==> src/rtl/muldiv_seq_unit.sv <==
// Sequential multiply/divide engine: one bit per clock, producing a packed {Hi,Lo} result.
// Signed operands run on magnitudes, and the signs are fixed up on the edge that enters DONE.
module muldiv_seq_unit #(
  parameter int WIDTH = 32
) (
  input  logic                 clk,
  input  logic                 reset,
  input  logic                 start,
  input  logic [1:0]           op,
  input  logic [WIDTH-1:0]     opA,
  input  logic [WIDTH-1:0]     opB,
  output logic                 busy,
  output logic                 done,
  output logic                 div0,
  output logic [2*WIDTH-1:0]   mutiAns
);
  localparam int CW = (WIDTH > 1) ? $clog2(WIDTH) : 1;

  typedef enum logic [1:0] {IDLE, LOAD, CALC, DONE} state_t;
  state_t state, stateNext;

  logic [1:0]         opReg;
  logic [WIDTH-1:0]   aReg, magA, magB, aAbs, bAbs, quo, rem;
  logic               negRes, negRem, isDiv, isSigned;
  logic [2*WIDTH-1:0] acc, accNext, resNext;
  logic [WIDTH:0]     mulSum, remShift, remDiff;
  logic [CW-1:0]      cnt;

  assign isSigned = opReg[1];
  assign isDiv    = opReg[0];

  always_ff @(posedge clk) begin
    if (reset) state <= IDLE;
    else       state <= stateNext;
  end

  always_comb begin
    stateNext = state;
    busy      = 1'b1;
    done      = 1'b0;
    case (state)
      IDLE: begin
        busy = 1'b0;
        if (start) stateNext = LOAD;
      end
      LOAD: stateNext = CALC;
      CALC: if (cnt == '0) stateNext = DONE;
      DONE: begin
        done      = 1'b1;
        stateNext = IDLE;
      end
      default: stateNext = IDLE;
    endcase
  end

  // magA/magB hold the raw operands until LOAD converts them to magnitudes
  always_comb begin
    aAbs     = (isSigned && magA[WIDTH-1]) ? -magA : magA;
    bAbs     = (isSigned && magB[WIDTH-1]) ? -magB : magB;
    mulSum   = {1'b0, acc[2*WIDTH-1:WIDTH]} + (acc[0] ? {1'b0, magA} : '0);
    remShift = {acc[2*WIDTH-1:WIDTH], acc[WIDTH-1]};
    remDiff  = remShift - {1'b0, magB};
    if (!isDiv)
      accNext = {mulSum, acc[WIDTH-1:1]};
    else if (remDiff[WIDTH])
      accNext = {remShift[WIDTH-1:0], acc[WIDTH-2:0], 1'b0};
    else
      accNext = {remDiff[WIDTH-1:0], acc[WIDTH-2:0], 1'b1};
    quo = negRes ? -accNext[WIDTH-1:0] : accNext[WIDTH-1:0];
    rem = negRem ? -accNext[2*WIDTH-1:WIDTH] : accNext[2*WIDTH-1:WIDTH];
    if (!isDiv)
      resNext = negRes ? -accNext : accNext;
    else if (magB == '0)
      resNext = {aReg, {WIDTH{1'b1}}};
    else
      resNext = {rem, quo};
  end

  always_ff @(posedge clk) begin
    if (reset) begin
      opReg   <= '0;
      aReg    <= '0;
      magA    <= '0;
      magB    <= '0;
      negRes  <= 1'b0;
      negRem  <= 1'b0;
      acc     <= '0;
      cnt     <= '0;
      div0    <= 1'b0;
      mutiAns <= '0;
    end else begin
      case (state)
        IDLE: if (start) begin
          opReg <= op;
          aReg  <= opA;
          magA  <= opA;
          magB  <= opB;
        end
        LOAD: begin
          magA   <= aAbs;
          magB   <= bAbs;
          negRes <= isSigned & (magA[WIDTH-1] ^ magB[WIDTH-1]);
          negRem <= isSigned & magA[WIDTH-1];
          acc    <= isDiv ? {{WIDTH{1'b0}}, aAbs} : {{WIDTH{1'b0}}, bAbs};
          cnt    <= CW'(WIDTH - 1);
        end
        CALC: begin
          acc <= accNext;
          cnt <= cnt - 1'b1;
          if (cnt == '0) begin
            mutiAns <= resNext;
            div0    <= isDiv && (magB == '0);
          end
        end
        default: ;
      endcase
    end
  end
endmodule

==> config.mk <==
export PLATFORM = sky130hd
export DESIGN_NAME = muldiv_seq_unit
export DESIGN_NICKNAME = d
export VERILOG_FILES = /design/src/rtl/muldiv_seq_unit.sv
export SDC_FILE = /design/constraint.sdc
export NUM_CORES = 1
export LEC_CHECK = 0
export BUFFER_PORTS_ARGS = -buffer_cell sky130_fd_sc_hd__buf_2
export CELL_PAD_IN_SITES_DETAIL_PLACEMENT = 1
export CELL_PAD_IN_SITES_GLOBAL_PLACEMENT = 1
export CORE_MARGIN = 5
export CORE_UTILIZATION = 37
export CTS_CLUSTER_SIZE = 28
export DETAILED_ROUTE_END_ITERATION = 6
export HOLD_SLACK_MARGIN = 0.06
export PLACE_DENSITY_LB_ADDON = 0.1
export SLEW_MARGIN = 10
export SYNTH_ARGS = -nofsm -noshare
export SYNTH_HDL_FRONTEND = slang
export SYNTH_SLANG_ARGS = --single-unit
==> constraint.sdc <==
create_clock -name clk -period 6.5 [get_ports clk]
set_clock_uncertainty 0.15 [all_clocks]
set_input_delay 1.3 -clock clk [delete_from_list [all_inputs] [get_ports clk]]
set_output_delay 1.3 -clock clk [all_outputs]
set_load 0.01 [all_outputs]
==> results of run 1 <==
==> flip-flops by register name (all words and copies together), names as in the netlist, 2 cells and up <==
signal,count
acc,64
state,2
mutiAns,64
cnt,5
magA,32
opReg,2
aReg,32
magB,32
==> metrics by stage <==
stage / cell area (sq um) / std cells
floorplan: 19300 / 2673
global placement: 20600 / 3362
detailed placement: 20600 / 3362
CTS: 21700 / 3419
global route: 21700 / 3419
finish: 21700 / 3421
==> cells in the final DEF, fill, tap and decap left out, types with 18 or more instances in the layout <==
| cell | count |
|---|---|
| sky130_fd_sc_hd__and2_1 | 46 |
| sky130_fd_sc_hd__nor3_1 | 78 |
| sky130_fd_sc_hd__ha_1 | 72 |
| sky130_fd_sc_hd__mux2i_1 | 51 |
| sky130_fd_sc_hd__nand3_1 | 51 |
| sky130_fd_sc_hd__buf_2 | 134 |
| sky130_fd_sc_hd__o211ai_1 | 34 |
| sky130_fd_sc_hd__clkbuf_16 | 31 |
| sky130_fd_sc_hd__a211oi_1 | 95 |
| sky130_fd_sc_hd__nor2_1 | 356 |
| sky130_fd_sc_hd__a21o_1 | 29 |
| sky130_fd_sc_hd__inv_1 | 93 |
| sky130_fd_sc_hd__dfxtp_1 | 234 |
| sky130_fd_sc_hd__a21oi_1 | 229 |
| sky130_fd_sc_hd__or3_1 | 18 |
| sky130_fd_sc_hd__buf_4 | 72 |
| sky130_fd_sc_hd__o31ai_1 | 31 |
| sky130_fd_sc_hd__xnor2_1 | 113 |
| sky130_fd_sc_hd__nand2b_1 | 25 |
| sky130_fd_sc_hd__o22ai_1 | 22 |
| sky130_fd_sc_hd__nand2_1 | 292 |
| sky130_fd_sc_hd__xor2_1 | 68 |
| sky130_fd_sc_hd__a22oi_1 | 45 |
| sky130_fd_sc_hd__a311oi_1 | 33 |
| sky130_fd_sc_hd__a31oi_1 | 23 |
| sky130_fd_sc_hd__nand4_1 | 27 |
| sky130_fd_sc_hd__o21ai_0 | 121 |
| sky130_fd_sc_hd__nor4_1 | 33 |
==> report_power, final <==
part	internal, mW	switching, mW
clock network	1.10	0.757
logic	1.65	3.57
registers	1.76	0.426
==> layer usage <==
layer,part of all wire,up-vias,GRT usage
met5,0.00014,-,0
met4,0.034,2,0.0941
met3,0.069,130,0.0435
met2,0.44,747,0.498
met1,0.46,10800,0.471
li1,-,9733,-
==> final cells by class <==
cell class	instances	area, sq um
clock inverter	13	200
multi-input combinational	2144	13500
timing repair buffer	207	1220
antenna	2	5.00
inverter	95	359
fill	6444	29800
clock buffer	44	845
tap	680	851
sequential	236	4730
==> synthesized netlist by cell type, drive strengths merged (17+ instances only) <==
cell / n / area share
nor2: 359 / 0.070
a21o: 29 / 0.011
o21ai: 128 / 0.034
nor3: 82 / 0.023
clkbuf: 160 / 0.031
nand2: 293 / 0.057
a311oi: 33 / 0.015
a21oi: 231 / 0.060
nand3: 51 / 0.013
and2: 48 / 0.016
nand4: 27 / 0.0088
nand2b: 25 / 0.0081
xor2: 68 / 0.031
or3: 19 / 0.0064
inv: 94 / 0.018
mux2i: 51 / 0.026
nor4: 34 / 0.011
o31ai: 31 / 0.012
dfxtp: 236 / 0.24
a211oi: 98 / 0.039
ha: 74 / 0.048
a22oi: 45 / 0.018
xnor2: 113 / 0.051
o22ai: 22 / 0.0071
o21a: 17 / 0.0067
buf: 38 / 0.0098
a31oi: 24 / 0.0081
o211ai: 36 / 0.015
==> worst max-delay path, stage by stage (launching register included) <==
cell	delay (ps)
sky130_fd_sc_hd__dfxtp_1	750
sky130_fd_sc_hd__and2_1	390
sky130_fd_sc_hd__ha_1	410
sky130_fd_sc_hd__a21oi_1	460
sky130_fd_sc_hd__o21ai_0	240
sky130_fd_sc_hd__nor2_1	180
sky130_fd_sc_hd__a22oi_1	100
sky130_fd_sc_hd__o21ai_0	460
sky130_fd_sc_hd__nand2_1	180
sky130_fd_sc_hd__o211ai_1	430
sky130_fd_sc_hd__nand3_1	170
sky130_fd_sc_hd__or4_1	800
sky130_fd_sc_hd__o41ai_1	420
sky130_fd_sc_hd__xor2_1	310
sky130_fd_sc_hd__o221ai_1	200
sky130_fd_sc_hd__o21a_1	220
==> cells by family after synthesis <==
kind of cell,count (synthesis)
AOI/OAI and AO/OA,800
xor gates and xnor gates,181
adders and majority gates,76
buffers and inverters,293
DFF,236
muxes,74
and+or+nand+nor,1013
==> path summary, 6_finish.rpt <==
check	cells after the start	slack (ps)	from	to
worst min-delay path	2	300	div0$_SDFFE_PP0P_	div0$_SDFFE_PP0P_
worst min register to register	2	300	div0$_SDFFE_PP0P_	div0$_SDFFE_PP0P_
worst max register to register	15	500	acc[0]$_SDFFE_PP0P_	mutiAns[55]$_SDFFE_PP0P_
worst max-delay path	15	500	acc[0]$_SDFFE_PP0P_	mutiAns[55]$_SDFFE_PP0P_
==> implementation parameters, run 1 <==
Parameter                              Value

Status
  Result of the run ... finished, final reports clean

Timing
  Final setup margin ... 502 ps
  Tightest hold margin ... 302 ps
  Achievable Freq ... 167 MHz
  Final setup viols ... 0
  Relative slew slack ... 0.0434
  Fin crit period ... 6000 ps
  Final TNS setup ... 0 ps
  Slew at the pin with the worst max-slew slack ... 1420 ps
  Final-report max-slew violation count ... 0
  Final period utilization ... 0.923
  RSZ-0062 raised after global routing ... no
  Hold violation total from the final report ... 0

Clocking
  CTS Buf Count ... 31
  H-tree depth ... 1
  Clock Tree Buf Depth ... 3
  Number of hold-repair buffers added at the cts stage ... 0
  CTS tree ... built
  # clock sinks ... 236
  Clock tree root driver cell ... sky130_fd_sc_hd__clkbuf_16
  Post-CTS Setup Inserts ... 0
  Quantity of gates resized following cts ... 0
  Clk_lat worst skew ... 600 ps
  Post-CTS clock slew at the launch and capture registers of the worst setup and hold paths ... 60 ps

Floorplanning
  Die H ... 238 um
  Std-Cell Rows ... 83
  Die area ... 56800 sq um
  Die X ... 238 um
  Initial core utilization ... 0.375
  I/O pin count ... 136
  Floorplan Core Area ... 51500 sq um

Worst hold path
  Hold/Removal Path Class ... register to register

Routing
  Routed WL ... 96.6 mm
  Pre-Repair DR Iteration Count ... 5
  Final antenna-violating net count ... 0
  Per-cell via count in the routed design ... 6.27
  DRC violation total after the first TritonRoute iteration ... 1768
  Vias post-DR ... 21400
  Remaining routing DRC violations ... 0
  WL/cell ... 28.2 um

Finish
  Fin util ... 0.421
  P&R area growth vs syn ... 12.4%
  Fraction of final layout cells sized beyond drive strength 1 ... 0.120
  Post-layout net count ... 2860

GRT
  GR Overflow Total ... 0
  Antenna violations before repair ... 3
  Gr usage total ... 0.323
  Wire length of the first global-routing pass ... 140 mm
  Vias in the first global route ... 20700
  Largest net degree at the start of global routing ... 130

Worst setup path
  Setup crit start kind ... register
  Endpoint class of the critical path ... register
  Required time of the critical path ... 6830 ps
  Arrival time reported for the critical path endpoint ... 6330 ps
  Crit-path max FO ... 23
  Critical path class ... register to register

Logic synthesis
  Dominant register cell in the synthesized netlist ... sky130_fd_sc_hd__dfxtp_1
  Mux share of post-synthesis cell area ... 0.0475
  Basic-gate share of the synthesized area counting and, or, nand and nor cells ... 0.241
  Register area share after synthesis ... 0.245
  Largest family of logic cells by synthesized area ... compound AO/OA/AOI/OAI gates
  Post-synth EDFFs ... 0
  Post-Synth XOR/XNOR Area ... 0.0822
  Synth Area per Inst ... 7.22 sq um
  Number of synthesized register bits ... 236
  Post-synthesis async set-or-reset flop share ... 0
  Area of the mapped netlist ... 19300 sq um
  Number of synthesis warnings ... 0
  Share of the synthesized area in compound gates (AO/OA/AOI/OAI) ... 0.275
  Number of instances in the synthesized netlist ... 2673
  Area share of fa/ha/maj cells after synthesis ... 0.0501
  Number of library cell types mapped by synthesis ... 93
  Syn_nets ... 2818

Placed design
  HPWL reported at the end of detailed placement ... 75.0 mm
  Port bufs ... 135
  Final estimated routing congestion in global placement ... 0.991
  Post-placement worst setup slack ... 627 ps

Pwr
  Power Dens Cells ... 427 nW/um^2
  Worst-case vdd ir drop ... 0.000554 V
  Power, Total ... 9.26 mW
  Standby leakage power ... 8.50 nW

Run
  Number of maximum-capacitance violations ... 0
(Power assumes the default switching activity.)
==> inputs of run 2 (changes only) <==
--- a/config.mk
+++ b/config.mk
@@ -9,7 +9,7 @@
 export CELL_PAD_IN_SITES_DETAIL_PLACEMENT = 1
 export CELL_PAD_IN_SITES_GLOBAL_PLACEMENT = 1
 export CORE_MARGIN = 5
-export CORE_UTILIZATION = 37
+export CORE_UTILIZATION = 46
 export CTS_CLUSTER_SIZE = 28
 export DETAILED_ROUTE_END_ITERATION = 6
 export HOLD_SLACK_MARGIN = 0.06
==> implementation parameters, run 2 (synthesis gave the netlist of run 1 again) <==
Parameter                              Value

Status
  Result of the run ... finished, final reports clean

Floorplanning
  Initial core utilization ... 0.462
  Die area ... 46100 sq um
  Std-Cell Rows ... 75
  Die H ... 215 um
  I/O pin count ... 136
  Die X ... 215 um
  Floorplan Core Area ... 41800 sq um

Placed design
  Cell total after placement ... 3205
  Final estimated routing congestion in global placement ... 1.01
  Port bufs ... 135
  HPWL reported at the end of detailed placement ... 71.2 mm

Finish
  Post-layout net count ... 2843
  Antenna Cells ... 0
  Fin util ... 0.513
  Fraction of final layout cells sized beyond drive strength 1 ... 0.118
  Final standard cell count with taps included and fillers excluded ... 3261
  Top Registers ... acc (64), mutiAns (64)
  Final-layout fill cell count ... 5310
  Commonest non-fill, non-tap cell in the layout ... sky130_fd_sc_hd__nor2_1
  Most frequent cells in the layout ... sky130_fd_sc_hd__nor2_1, sky130_fd_sc_hd__nand2_1, sky130_fd_sc_hd__dfxtp_1
  P&R area growth vs syn ... 11.0%

Worst setup path
  Family with the most delay on the worst path ... simple AND/OR/NAND/NOR gates
  Critical path class ... register to register
  Slowest stage delay, CP ... 680 ps
  Critical path, cell by cell ... inv_1 -> ha_1 -> inv_1 -> fa_1 -> a211oi_2 -> o211ai_2 -> and3_4 -> o211a_4 -> nor3_4 -> nor4_1 -> a311o_1 -> clkinv_2 -> ha_1 -> inv_1 -> a41o_1 -> or4b_1 -> or3_1 -> or3_1 -> or3_1 -> mux2i_1 -> a311oi_1
  Crit-path max FO ... 8
  Endpoint class of the critical path ... register
  Max stage delay cell, worst path ... sky130_fd_sc_hd__or4b_1
  Arrival time reported for the critical path endpoint ... 6260 ps
  Required time of the critical path ... 6860 ps
  Total buffers and inverters traversed by the critical path ... 4
  Setup crit start kind ... register

Timing
  Achievable Freq ... 170 MHz
  Hold violation total from the final report ... 0
  Final-report max-slew violation count ... 0
  Relative slew slack ... 0.250
  Final period utilization ... 0.907
  Final setup viols ... 0
  RSZ-0062 raised after global routing ... no
  Fin crit period ... 5900 ps
  Final TNS setup ... 0 ps
  Slew at the pin with the worst max-slew slack ... 1120 ps

Routing
  DRC violation total after the first TritonRoute iteration ... 2706
  WL/cell ... 28.4 um
  Routed WL ... 92.8 mm
  Final antenna-violating net count ... 0
  Pre-Repair DR Iteration Count ... 5
  Per-cell via count in the routed design ... 6.73
  Vias post-DR ... 21900
  Remaining routing DRC violations ... 0

Clocking
  Quantity of gates resized following cts ... 0
  H-tree depth ... 1
  CTS tree ... built
  Clk_lat worst skew ... 620 ps
  Number of hold-repair buffers added at the cts stage ... 0
  Post-CTS Setup Inserts ... 0
  Clock Tree Buf Depth ... 3
  # clock sinks ... 236
  CTS Buf Count ... 30
  Post-CTS clock slew at the launch and capture registers of the worst setup and hold paths ... 60 ps
  Clock tree root driver cell ... sky130_fd_sc_hd__clkbuf_16

GRT
  Wire length of the first global-routing pass ... 137 mm
  Largest net degree at the start of global routing ... 148
  GR Overflow Total ... 0
  Gr usage total ... 0.381
  Antenna violations before repair ... 3
  Vias in the first global route ... 21600

Pwr
  Power Dens Cells ... 433 nW/um^2
  Standby leakage power ... 8.42 nW
  Worst-case vdd ir drop ... 0.000483 V
  Power, Total ... 9.27 mW

Run
  Number of maximum-capacitance violations ... 0

Worst hold path
  Hold/Removal Path Class ... register to register
[run 2: cell count changes in the layout (fill, tap and decap cells not counted), sizes merged, moves of 2 or more]
cell / previous run / this run
buf: 206 / 191
clkbuf: 45 / 34
clkinv: 7 / 12
clkinvlp: 1 / 7
diode: 2 / 0
[run 2: final timing paths]
check                            from                  endpoint  slack, ps  cells after the start
max reg2reg      acc[31]$_SDFFE_PP0P_  mutiAns[60]$_SDFFE_PP0P_        600                     21
min          mutiAns[43]$_SDFFE_PP0P_  mutiAns[43]$_SDFFE_PP0P_        310                      2
max              acc[31]$_SDFFE_PP0P_  mutiAns[60]$_SDFFE_PP0P_        600                     21
min reg2reg  mutiAns[43]$_SDFFE_PP0P_  mutiAns[43]$_SDFFE_PP0P_        310                      2
[run 2: worst min-delay path: cells and delay by family, from the launching register on]
kind / cells / cell delay (ps)
compound gates: 1 / 50
flops: 1 / 310
simple gates: 1 / 50
[run 2: where the power goes]
group | internal [mW] | leakage [nW] | switching, mW
logic | 1.65 | 5.99 | 3.63
registers | 1.76 | 1.93 | 0.407
clock network | 1.04 | 0.496 | 0.785
[run 2: final cells by class]
cell class | instances | area [sq um] | share of cell area
clock buffers | 34 | 786 | 0.0367
clock inverters | 22 | 272 | 0.0127
inverters | 95 | 359 | 0.0168
multi-input cells | 2144 | 13500 | 0.629
flip-flops and latches | 236 | 4730 | 0.221
well taps | 539 | 674 | 0.0315
repair buffers | 191 | 1130 | 0.0526
[run 2: per-stage QoR]
stage	instance area, sq um	setup slack [ps]	hold slack, ps
global route	21400	355	335
detailed placement	20400	689	296
finish	21400	603	306
global placement	20400	846	286
floorplan	19300	980	283
CTS	21400	671	304
[run 2: per-layer routing]
layer | vias to the layer above | wire [um] | global-route usage
met5 | - | 34 | 0
met4 | 6 | 4490 | 0.155
met3 | 227 | 8300 | 0.0564
met2 | 1118 | 40700 | 0.595
met1 | 10900 | 39300 | 0.528
li1 | 9687 | - | -
